**src/rtl/eth_txhdrgen.sv**
```systemverilog
// Ethernet transmit header generator: streams DA, SA and optional
// Length/Type as nibbles, low nibble of each byte first.
module eth_txhdrgen #(
    parameter bit HDR_LT_EN = 1'b1
) (
    input  logic        MTxClk,
    input  logic        Reset,
    input  logic        TxHdrStart,
    input  logic [47:0] TxDA,
    input  logic [47:0] TxSA,
    input  logic [15:0] TxLenType,
    input  logic [47:0] MAC,
    input  logic        r_TxSAIns,
    input  logic        TxNibRdy,
    input  logic        TxAbort,
    output logic [3:0]  TxHdrNib,
    output logic        TxHdrNibValid,
    output logic        TxHdrLastNib,
    output logic        TxHdrBusy,
    output logic        TxHdrDone,
    output logic        TxHdrAborted,
    output logic        TxDaBroadcast,
    output logic        TxDaMulticast
);

    typedef enum logic [2:0] {
        S_IDLE,
        S_DA,
        S_SA,
        S_LT,
        S_FIN
    } state_e;

    state_e      state_q, state_d;
    logic [3:0]  cnt_q, cnt_d;
    logic [47:0] da_q, sa_q;
    logic [15:0] lt_q;
    logic        bcast_q, mcast_q, abort_q;

    logic        accept, in_field, xfer, fld_end;
    logic [47:0] fld, fld_sh;
    logic [7:0]  byte_sel;

    assign accept   = (state_q == S_IDLE) && TxHdrStart && !TxAbort;
    assign in_field = (state_q == S_DA) || (state_q == S_SA)
                   || (state_q == S_LT);
    assign xfer     = in_field && TxNibRdy;
    assign fld_end  = (state_q == S_LT) ? (cnt_q == 4'd3)
                                        : (cnt_q == 4'd11);

    always_ff @(posedge MTxClk or posedge Reset) begin
        if (Reset) begin
            state_q <= S_IDLE;
            cnt_q   <= 4'd0;
        end else begin
            state_q <= state_d;
            cnt_q   <= cnt_d;
        end
    end

    always_comb begin
        state_d = state_q;
        cnt_d   = cnt_q;
        unique case (state_q)
            S_IDLE: begin
                if (accept) begin
                    state_d = S_DA;
                    cnt_d   = 4'd0;
                end
            end
            S_DA, S_SA, S_LT: begin
                if (TxAbort) begin
                    state_d = S_IDLE;
                    cnt_d   = 4'd0;
                end else if (xfer) begin
                    if (fld_end) begin
                        cnt_d = 4'd0;
                        if (state_q == S_DA)
                            state_d = S_SA;
                        else if (state_q == S_SA && HDR_LT_EN)
                            state_d = S_LT;
                        else
                            state_d = S_FIN;
                    end else begin
                        cnt_d = cnt_q + 4'd1;
                    end
                end
            end
            S_FIN: begin
                state_d = S_IDLE;
                cnt_d   = 4'd0;
            end
            default: begin
                state_d = S_IDLE;
                cnt_d   = 4'd0;
            end
        endcase
    end

    // Field is shifted so the current byte sits at [47:40].
    always_comb begin
        fld = '0;
        unique case (1'b1)
            (state_q == S_DA): fld = da_q;
            (state_q == S_SA): fld = sa_q;
            (state_q == S_LT): fld = {lt_q, 32'h0};
            default:           fld = '0;
        endcase
        fld_sh   = fld << {cnt_q[3:1], 3'b000};
        byte_sel = fld_sh[47:40];
    end

    always_comb begin
        TxHdrNibValid = in_field;
        TxHdrNib      = 4'h0;
        if (in_field)
            TxHdrNib = cnt_q[0] ? byte_sel[7:4] : byte_sel[3:0];
        TxHdrLastNib  = in_field && fld_end
                     && ((state_q == S_LT)
                      || (state_q == S_SA && !HDR_LT_EN));
        TxHdrBusy     = (state_q != S_IDLE);
        TxHdrDone     = (state_q == S_FIN) && !TxAbort;
        TxHdrAborted  = abort_q;
        TxDaBroadcast = bcast_q;
        TxDaMulticast = mcast_q;
    end

    always_ff @(posedge MTxClk or posedge Reset) begin
        if (Reset) begin
            da_q    <= '0;
            sa_q    <= '0;
            lt_q    <= '0;
            bcast_q <= 1'b0;
            mcast_q <= 1'b0;
            abort_q <= 1'b0;
        end else begin
            abort_q <= TxAbort && (state_q != S_IDLE);
            if (accept) begin
                da_q    <= TxDA;
                sa_q    <= r_TxSAIns ? MAC : TxSA;
                lt_q    <= TxLenType;
                bcast_q <= (TxDA == 48'hFFFF_FFFF_FFFF);
                mcast_q <= TxDA[40];
            end
        end
    end

endmodule

```
**config.mk**
```make
export PLATFORM = sky130hd
export DESIGN_NAME = eth_txhdrgen
export DESIGN_NICKNAME = d
export VERILOG_FILES = /design/src/rtl/eth_txhdrgen.sv
export SDC_FILE = /design/constraint.sdc
export NUM_CORES = 1
export LEC_CHECK = 0
export CORE_ASPECT_RATIO = 1.1
export CORE_UTILIZATION = 40
export CTS_CLUSTER_DIAMETER = 30
export DETAILED_ROUTE_END_ITERATION = 8
export GPL_ROUTABILITY_DRIVEN = 0
export PLACE_DENSITY = 0.71
export SKIP_LAST_GASP = 1
export SLEW_MARGIN = 20
export SYNTH_ARGS = -nofsm -noshare
export SYNTH_HDL_FRONTEND = slang
export SYNTH_SLANG_ARGS = --single-unit
```
**constraint.sdc**
```tcl
create_clock -name MTxClk -period 3.67 [get_ports MTxClk]
set_input_delay 0.734 -clock MTxClk [delete_from_list [all_inputs] [get_ports MTxClk]]
set_output_delay 0.734 -clock MTxClk [all_outputs]
set_load 0.005 [all_outputs]
```
==> summary.txt <==
Run status
  – Status: finished, final reports clean

Synthesis
  – Sequential share of the synthesized area: 48.86%
  – Synth Warn #: 0
  – Post-synth EDFFs: 0
  – Synth Register Bits: 121
  – Syn Inst Count: 553
  – Syn_area_per_cell: around 11 sq um
  – Post-Synthesis Cell Area: 6197 sq um
  – Most used DFF post-synth: dfrtp_1
  – Syn_nets: ~700
  – Netlist cell types: 46
  – Ys async rst share: 100.0%

Drt
  – Vias/cell: 5.518
  – Drt initial violations: 336
  – Average wire per standard cell: 18.97 microns
  – Number of iterations in the first detailed-routing pass: 4
  – Remaining DRCs: 0
  – Post-Route WL: approximately 18,000 microns
  – Antenna violation net count after detailed routing: 0
  – Routed vias: between 5,000 and 6,000

Worst setup path
  – Crit. End Element: primary output
  – CP max-delay cell: clkdlybuf4s50_1
  – Cell family with most CP delay: buffers and inverters
  – R2R cell count: 4
  – Worst setup SP type: flip-flop
  – CP max FO: 20
  – Setup CP Type: reg -> out
  – CP Data Arrival Time: 2.81 ns
  – Critical Path Stages: 7
  – CP max stage delay: 0.47 ns
  – Worst path required time: 2.94 ns
  – Buf/Inv on CP: 2
  – CP cell instances: buf_4, mux2_2, a221oi_1, nor3_1, a311oi_1, o31ai_1, clkdlybuf4s50_1

Timing
  – Hold Slack: 0.4971 ns
  – Worst Skew: approximately 0.0059 ns
  – Fin crit period: 3.542 ns
  – Fmax: 0.2824 GHz
  – Final Hold Viols: 0
  – Fin Setup TNS: 0 ns
  – Relative slew slack: 54.62%
  – Final Max Tran Viols: 0
  – Final period utilization: between 90% and 100%
  – Worst Max-Slew Pin Slew: 0.6755 ns
  – Count of final setup violators: 0
  – Unrepaired setup endpoints after global routing: false

Floorplanning
  – Die Ht: 132.5 microns
  – Die W: 120.7 microns
  – I/O Pins: 177
  – Starting Density: 41.01%
  – Die ar.: 16,000 sq um
  – Core Box Area: 15,110 sq um
  – Rows: 47

Pwr
  – Max IR drop VDD: 415.8 uV
  – Leak: ~3.8 nW
  – Total power: 6.804 mW
  – PD cells: 771.4 nW/um^2

Min path
  – Worst min-delay path category: reg -> reg
  – Worst Hold Path Cells: 2

Final layout
  – Nets: 886
  – Ratio of cells with drive above 1 in the final layout: 18.08%
  – Area growth syn-to-layout: 42.32%
  – ANT cells: 0

Global routing
  – Number of global-route vias before repair: 5,433
  – Initial antenna violation count: 0
  – Tot GR Track Use: 22.84%
  – Largest net degree at the start of global routing: 122
  – GR Overflow Total: 0
  – First-pass GRT wire length: 27,720 microns

Flow run
  – Number of max-cap violations: 0

CTS
  – CTS tree: yes
  – Clk buf depth: 2
  – Clk slew on worst S/H paths: 0.05 ns
  – Clock sinks: between 100 and 150
  – # resized after CTS: 0
  – Hold-fix buffers, CTS: 0
  – Post-CTS Setup Bufs: 0
  – H-tree depth: 4
  – Worst-Skew Late Latency: 0.41 ns
  – CTS root buf: clkbuf_16
  – Cts bufs inserted: 17

Place
  – Post-detail-place hpwl: 13,120 microns
  – PortBufs: between 150 and 200
==> sequential cells by signal, summed over array words and instances, names as in the netlist <==
signal and cells:
cnt_q 4, da_q 48, state_q 3, sa_q 48
TxDaBroadcast 1, TxHdrAborted 1, lt_q 16
==> cell usage in the layout, fill, tap and decap left out, types with 5 or more instances in the layout <==
master             n
mux2_2            55
clkdlybuf4s50_1  175
a221oi_1          41
nor3_1            16
inv_1              5
nand2_1           57
nand2b_1           5
nor2_1            10
a21oi_1            5
o21ai_0           60
mux2_4            22
dfrtp_1          121
a22oi_1            6
nand4_1           12
mux2i_1           48
bufinv_16          5
buf_4             13
clkbuf_16         17
clkbuf_8           5
==> power breakdown <==
group	total, mW	leakage (nW)	switching, mW	internal (mW)
Clock	1.85	0.328	0.565	1.28
Sequential	2.51	1.48	0.508	2.00
Combinational	2.45	1.98	1.12	1.33
Total	6.80	3.78	2.20	4.61
==> stage by stage <==
stage               instances  cell area [sq um]  setup slack [ns]  util (%)
global route              926               8820           0.01217     58.36
global placement          896               8150            0.5523     53.93
CTS                       926               8810           0.05796     58.29
finish                    926               8820            0.1284     58.36
detailed placement        896               8150            0.5090     53.93
floorplan                 553               6201             1.186         -
==> tightest hold or removal path: stages (launching register included) <==
cell and delay [ns]:
dfrtp_1 0.35, nand2_1 0.05, o21ai_0 0.06
==> worst paths after layout <==
path / slack, ns / end / from
max: 0.13 / TxHdrNib[0] / state_q[1]
min: 0.50 / sa_q[21] / sa_q[21]
max reg2reg: 1.22 / da_q[29] / state_q[2]
min reg2reg: 0.50 / sa_q[21] / sa_q[21]
max in group asynchronous: 2.31 / da_q[31] / Reset
min in group asynchronous: 0.84 / da_q[7] / Reset
==> routing by layer <==
metal / track usage [%] / share of wire (%) / vias to the layer above
li1: - / - / 2407
met1: 27.67 / 41 / 2449
met2: 38.57 / 50 / 220
met3: 4.440 / 6.1 / 34
met4: 11.52 / 3.2 / 0
met5: 0 / 0 / -
==> layout make-up <==
type	instances	area [sq um]
timing repair buffer	192	1914
inverter	7	33.78
sequential	121	3028
clock inverter	8	165.2
multi-input combinational	380	2939
clock buffer	22	494.2
tap	196	245.2
fill	1255	6294
==> cell usage after synthesis (4+ instances only) <==
master / n / area (sq um)
dfrtp_1: 121 / 3028
o21ai_0: 60 / 300.3
nand2_1: 57 / 214.0
mux2_2: 55 / 619.3
mux2i_1: 48 / 480.5
a221oi_1: 41 / 359.1
clkbuf_1: 25 / 93.84
mux2_4: 22 / 330.3
nor3_1: 16 / 80.08
buf_2: 12 / 60.06
nand4_1: 12 / 75.07
nor2_1: 10 / 37.54
a22oi_1: 6 / 45.04
inv_1: 6 / 22.52
a21oi_1: 5 / 25.02
nand2b_1: 5 / 31.28
buf_6: 4 / 45.04
==> cell families (layout without fill, tap and decap cells) <==
family                     count (synthesis)  after routing  synth area share, %
AOI/OAI and AO/OA                        133            133                14.46
muxes                                    125            125                23.08
DFF                                      121            121                48.86
and+or+nand+nor                          120            120                9.328
buffers and inverters                     52            229                3.937
adders and majority gates                  1              1               0.2019
xor gates and xnor gates                   1              1               0.1414
(Power assumes the default switching activity.)
==> edit 1 (same settings) <==
Change the parameter `HDR_LT_EN` from 1'b1 to 1'b0.
--- a/src/rtl/eth_txhdrgen.sv
+++ b/src/rtl/eth_txhdrgen.sv
@@ -3,3 +3,3 @@
 module eth_txhdrgen #(
-    parameter bit HDR_LT_EN = 1'b1
+    parameter bit HDR_LT_EN = 1'b0
 ) (
Check against the original RTL: no difference found for any inputs over 10 cycles, from zero or initial values and one cycle with Reset high; that may be too few to reach the edited logic, so the function may still have changed.
==> edit 1 against the original RTL <==
- routed wire length decreased by 1.2%
- area after synthesis fell by 0.10%
- critical path depth stayed put
- power down 8.2%
- final area fell by 1.1%
- global-route usage is 0.35 points lower
- worst setup slack got worse by 0.028 ns
- sequential share of layout area grew 0.42 points
- sequential cell count is the same
==> edit 1: results (changes against the original RTL) <==
outcome=finished, final reports clean; worst reg-to-reg setup slack=1.56 ns (+0.34 ns); Critical Path Source=state_q[0]$_DFFE_PP0P_; Synth Area in XOR/XNOR=0.283% (+0.14 points); fin nets=901 (+1.7%); GRT Total Usage=22.5% (-0.35 points); IR Drop Worst-Case VDD=395 uV (-5.0%); Fin Hold WS=0.482 ns (-0.0148 ns); DRT Wirelength=17400 um (-1.2%); synth cell count leaders=121 x dfrtp_1, 75 x mux2_2, 61 x nand2_1, 56 x o21ai_0, 50 x mux2i_1; placed wire-length estimate=12700 um (-2.9%); dpl cell area=8100 um2 (-0.61%); largest net degree at the start of global routing=164 (+34%); Inst Count DP=906 (+1.1%); share of layout cells above drive strength 1=17.7% (-0.39 points); worst slack, placed=0.425 ns (-0.0836 ns); DR WL met2=8840 um (+1.4%); P_leak=3.64 nW (-3.8%); Iteration-0 DRC Markers=402 (+20%); Synth Area in Compound Gates=15.1% (+0.60 points); CP max FO=13 (-35%); met3 WL=920 um (-14%); Hold Path Sink=TxDaBroadcast$_DFFE_PP0P_; Fillers=1232 (-1.8%); Worst path max stage delay=0.58 ns (+0.11 ns); mux cell area share after synthesis=21.9% (-1.2 points); via count=5107 (-0.059%); met1 Usage GRT=27.9% (+0.20 points); vias in the first global route=5302 (-2.4%)
[edit 1: changes by cell type after synthesis, sizes merged, moves of 3 or more]
cell     delta
nor3        -8
buf         +4
nand3       +5
o21ai       -3
nor2        +9
a22oi       +5
o22ai       +4
o2bb2ai     -3
nand2       +4
o21bai      -3
a221oi     -10
a2111oi     +3
a31oi       +3
[edit 1: layout make-up]
type | count | area share, %
Sequential cell | 121 | 34.8
Multi-Input combinational cell | 394 | 33.6
Timing Repair Buffer | 192 | 21.8
Clock buffer | 23 | 5.48
Tap cell | 196 | 2.81
Clock inverter | 8 | 1.09
Inverter | 8 | 0.430
[edit 1: timing repair]
action / in CTS / in global routing
hold buffers: 0 / 0
setup endpoints to repair: 1 / 4
setup buffers: 0 / 4
gates resized for setup: 1 / 4
cloned: 1 / 0
[edit 1: where the power goes]
group          switching, mW  internal [mW]  total, mW
combinational          0.992           1.16       2.15
sequential             0.503           1.99       2.49
clock                  0.561           1.04       1.60
total                   2.06           4.19       6.25
==> edit 2 (config.mk and constraints unchanged) <==
Without the edit above. Put a register stage on the output `TxDaMulticast`, cleared by the reset. The value now appears one clock later. The other outputs are not delayed to match.
--- a/src/rtl/eth_txhdrgen.sv
+++ b/src/rtl/eth_txhdrgen.sv
@@ -32,2 +32,4 @@
     } state_e;
+
+    logic TxDaMulticast_d;
 
@@ -124,3 +126,3 @@
         TxDaBroadcast = bcast_q;
-        TxDaMulticast = mcast_q;
+        TxDaMulticast_d = mcast_q;
     end
@@ -147,2 +149,10 @@
 
+    always_ff @(posedge MTxClk or posedge Reset) begin
+        if (Reset) begin
+            TxDaMulticast <= '0;
+        end else begin
+            TxDaMulticast <= TxDaMulticast_d;
+        end
+    end
+
 endmodule
Function: changed (Yosys sat finds a counterexample within 4 cycles, from zero or initial values and one cycle with Reset high).
==> edit 2 against the original RTL <==
- final area shrank 0.47%
- critical path type unchanged
- largest power group unchanged
- power shrank 3.3%
- clock skew grew 0.0073 ns
- sequential power is essentially flat
- sequential cell count grew 1
- area after synthesis grew 0.40%
- routed wire length shrank 2.0%
- worst setup slack lost 0.030 ns
==> edit 2: results (changes against the original RTL) <==
worst setup skew after layout=0.0132 ns (+0.00732 ns); met1 WL=7030 um (-2.7%); synth cell count leaders=122 x dfrtp_1, 60 x o21ai_0, 57 x nand2_1, 55 x mux2_2, 48 x mux2i_1; HP Start=da_q[40]$_DFFE_PP0P_; Hold Path Sink=TxDaMulticast$_DFF_PP0_; Inst Count DP=897 (+0.11%); seq pwr=2.50 mW (about the same); cells after synthesis=554 (+0.18%); met3 WL=934 um (-13%); met1 Usage GRT=27.7% (+0.045 points); worst skew pair latency=0.43 ns (+0.02 ns); vias in the first global route=5287 (-2.7%); GRT Total Usage=22.6% (-0.21 points); Power Dens Cells=750 nW/um2 (-2.8%); met2 Usage GRT=38.2% (-0.35 points); via count=5122 (+0.23%); syn nets=721 (+0.14%); worst reg-to-reg setup slack=1.20 ns (-0.02 ns); first-pass GRT wire length=27400 um (-1.2%); share of layout cells above drive strength 1=18.1% (+0.062 points); P_leak=3.74 nW (-1.1%); Internal Power=4.36 mW (-5.3%); placed wire-length estimate=12800 um (-2.2%); Arr. time, crit path=2.84 ns (+0.03 ns); Gate power share=37.0% (+1.0 points); outcome=finished, final reports clean; largest net degree at the start of global routing=123 (+0.82%); DRT Wirelength=17200 um (-2.0%); mapped cell area=6220 um2 (+0.40%); worst slew pin tran=0.676 ns (+0.000811 ns); CP max FO=21 (+5.0%); Iteration-0 DRC Markers=439 (+31%); IR Drop Worst-Case VDD=485 uV (+17%); Worst path max stage delay=0.57 ns (+0.10 ns); Die Wd=121 um (+0.19%); met3 usage=4.78% (+0.34 points); R2R Path End=da_q[5]$_DFFE_PP0P_
-- edit 2: cell types whose count changed in the layout (fill, tap and decap cells not counted), sizes merged --
cell / unedited run / this run
dfrtp: 121 / 122
clkbuf: 22 / 18
clkinvlp: 2 / 7
clkinv: 3 / 7
bufinv: 5 / 2
-- edit 2: final cells by class --
type	instances	area, um2
fill	1243	6330
sequential	122	3050
multi-input combinational	380	2940
timing repair buffer	192	1920
clock buffer	18	439
tap	196	245
clock inverter	14	150
inverter	7	30.0
-- edit 2: logic make-up after synthesis --
group	synth area share, %
simple gates	9.29
xor+xnor	0.141
flops	49.1
compound gates	14.4
mux	23.0
fa+ha+maj	0.201
buf+inv	3.92
-- edit 2: per-stage QoR --
stage / utilization (%) / setup slack [ns] / hold slack, ns
after floorplan: - / 1.19 / 0.369
after global placement: 54.1 / 0.535 / 0.424
after detailed placement: 54.1 / 0.482 / 0.429
after CTS: 58.0 / 0.0177 / 0.443
after global routing: 58.1 / 0.000120 / 0.471
final: 58.1 / 0.0985 / 0.434
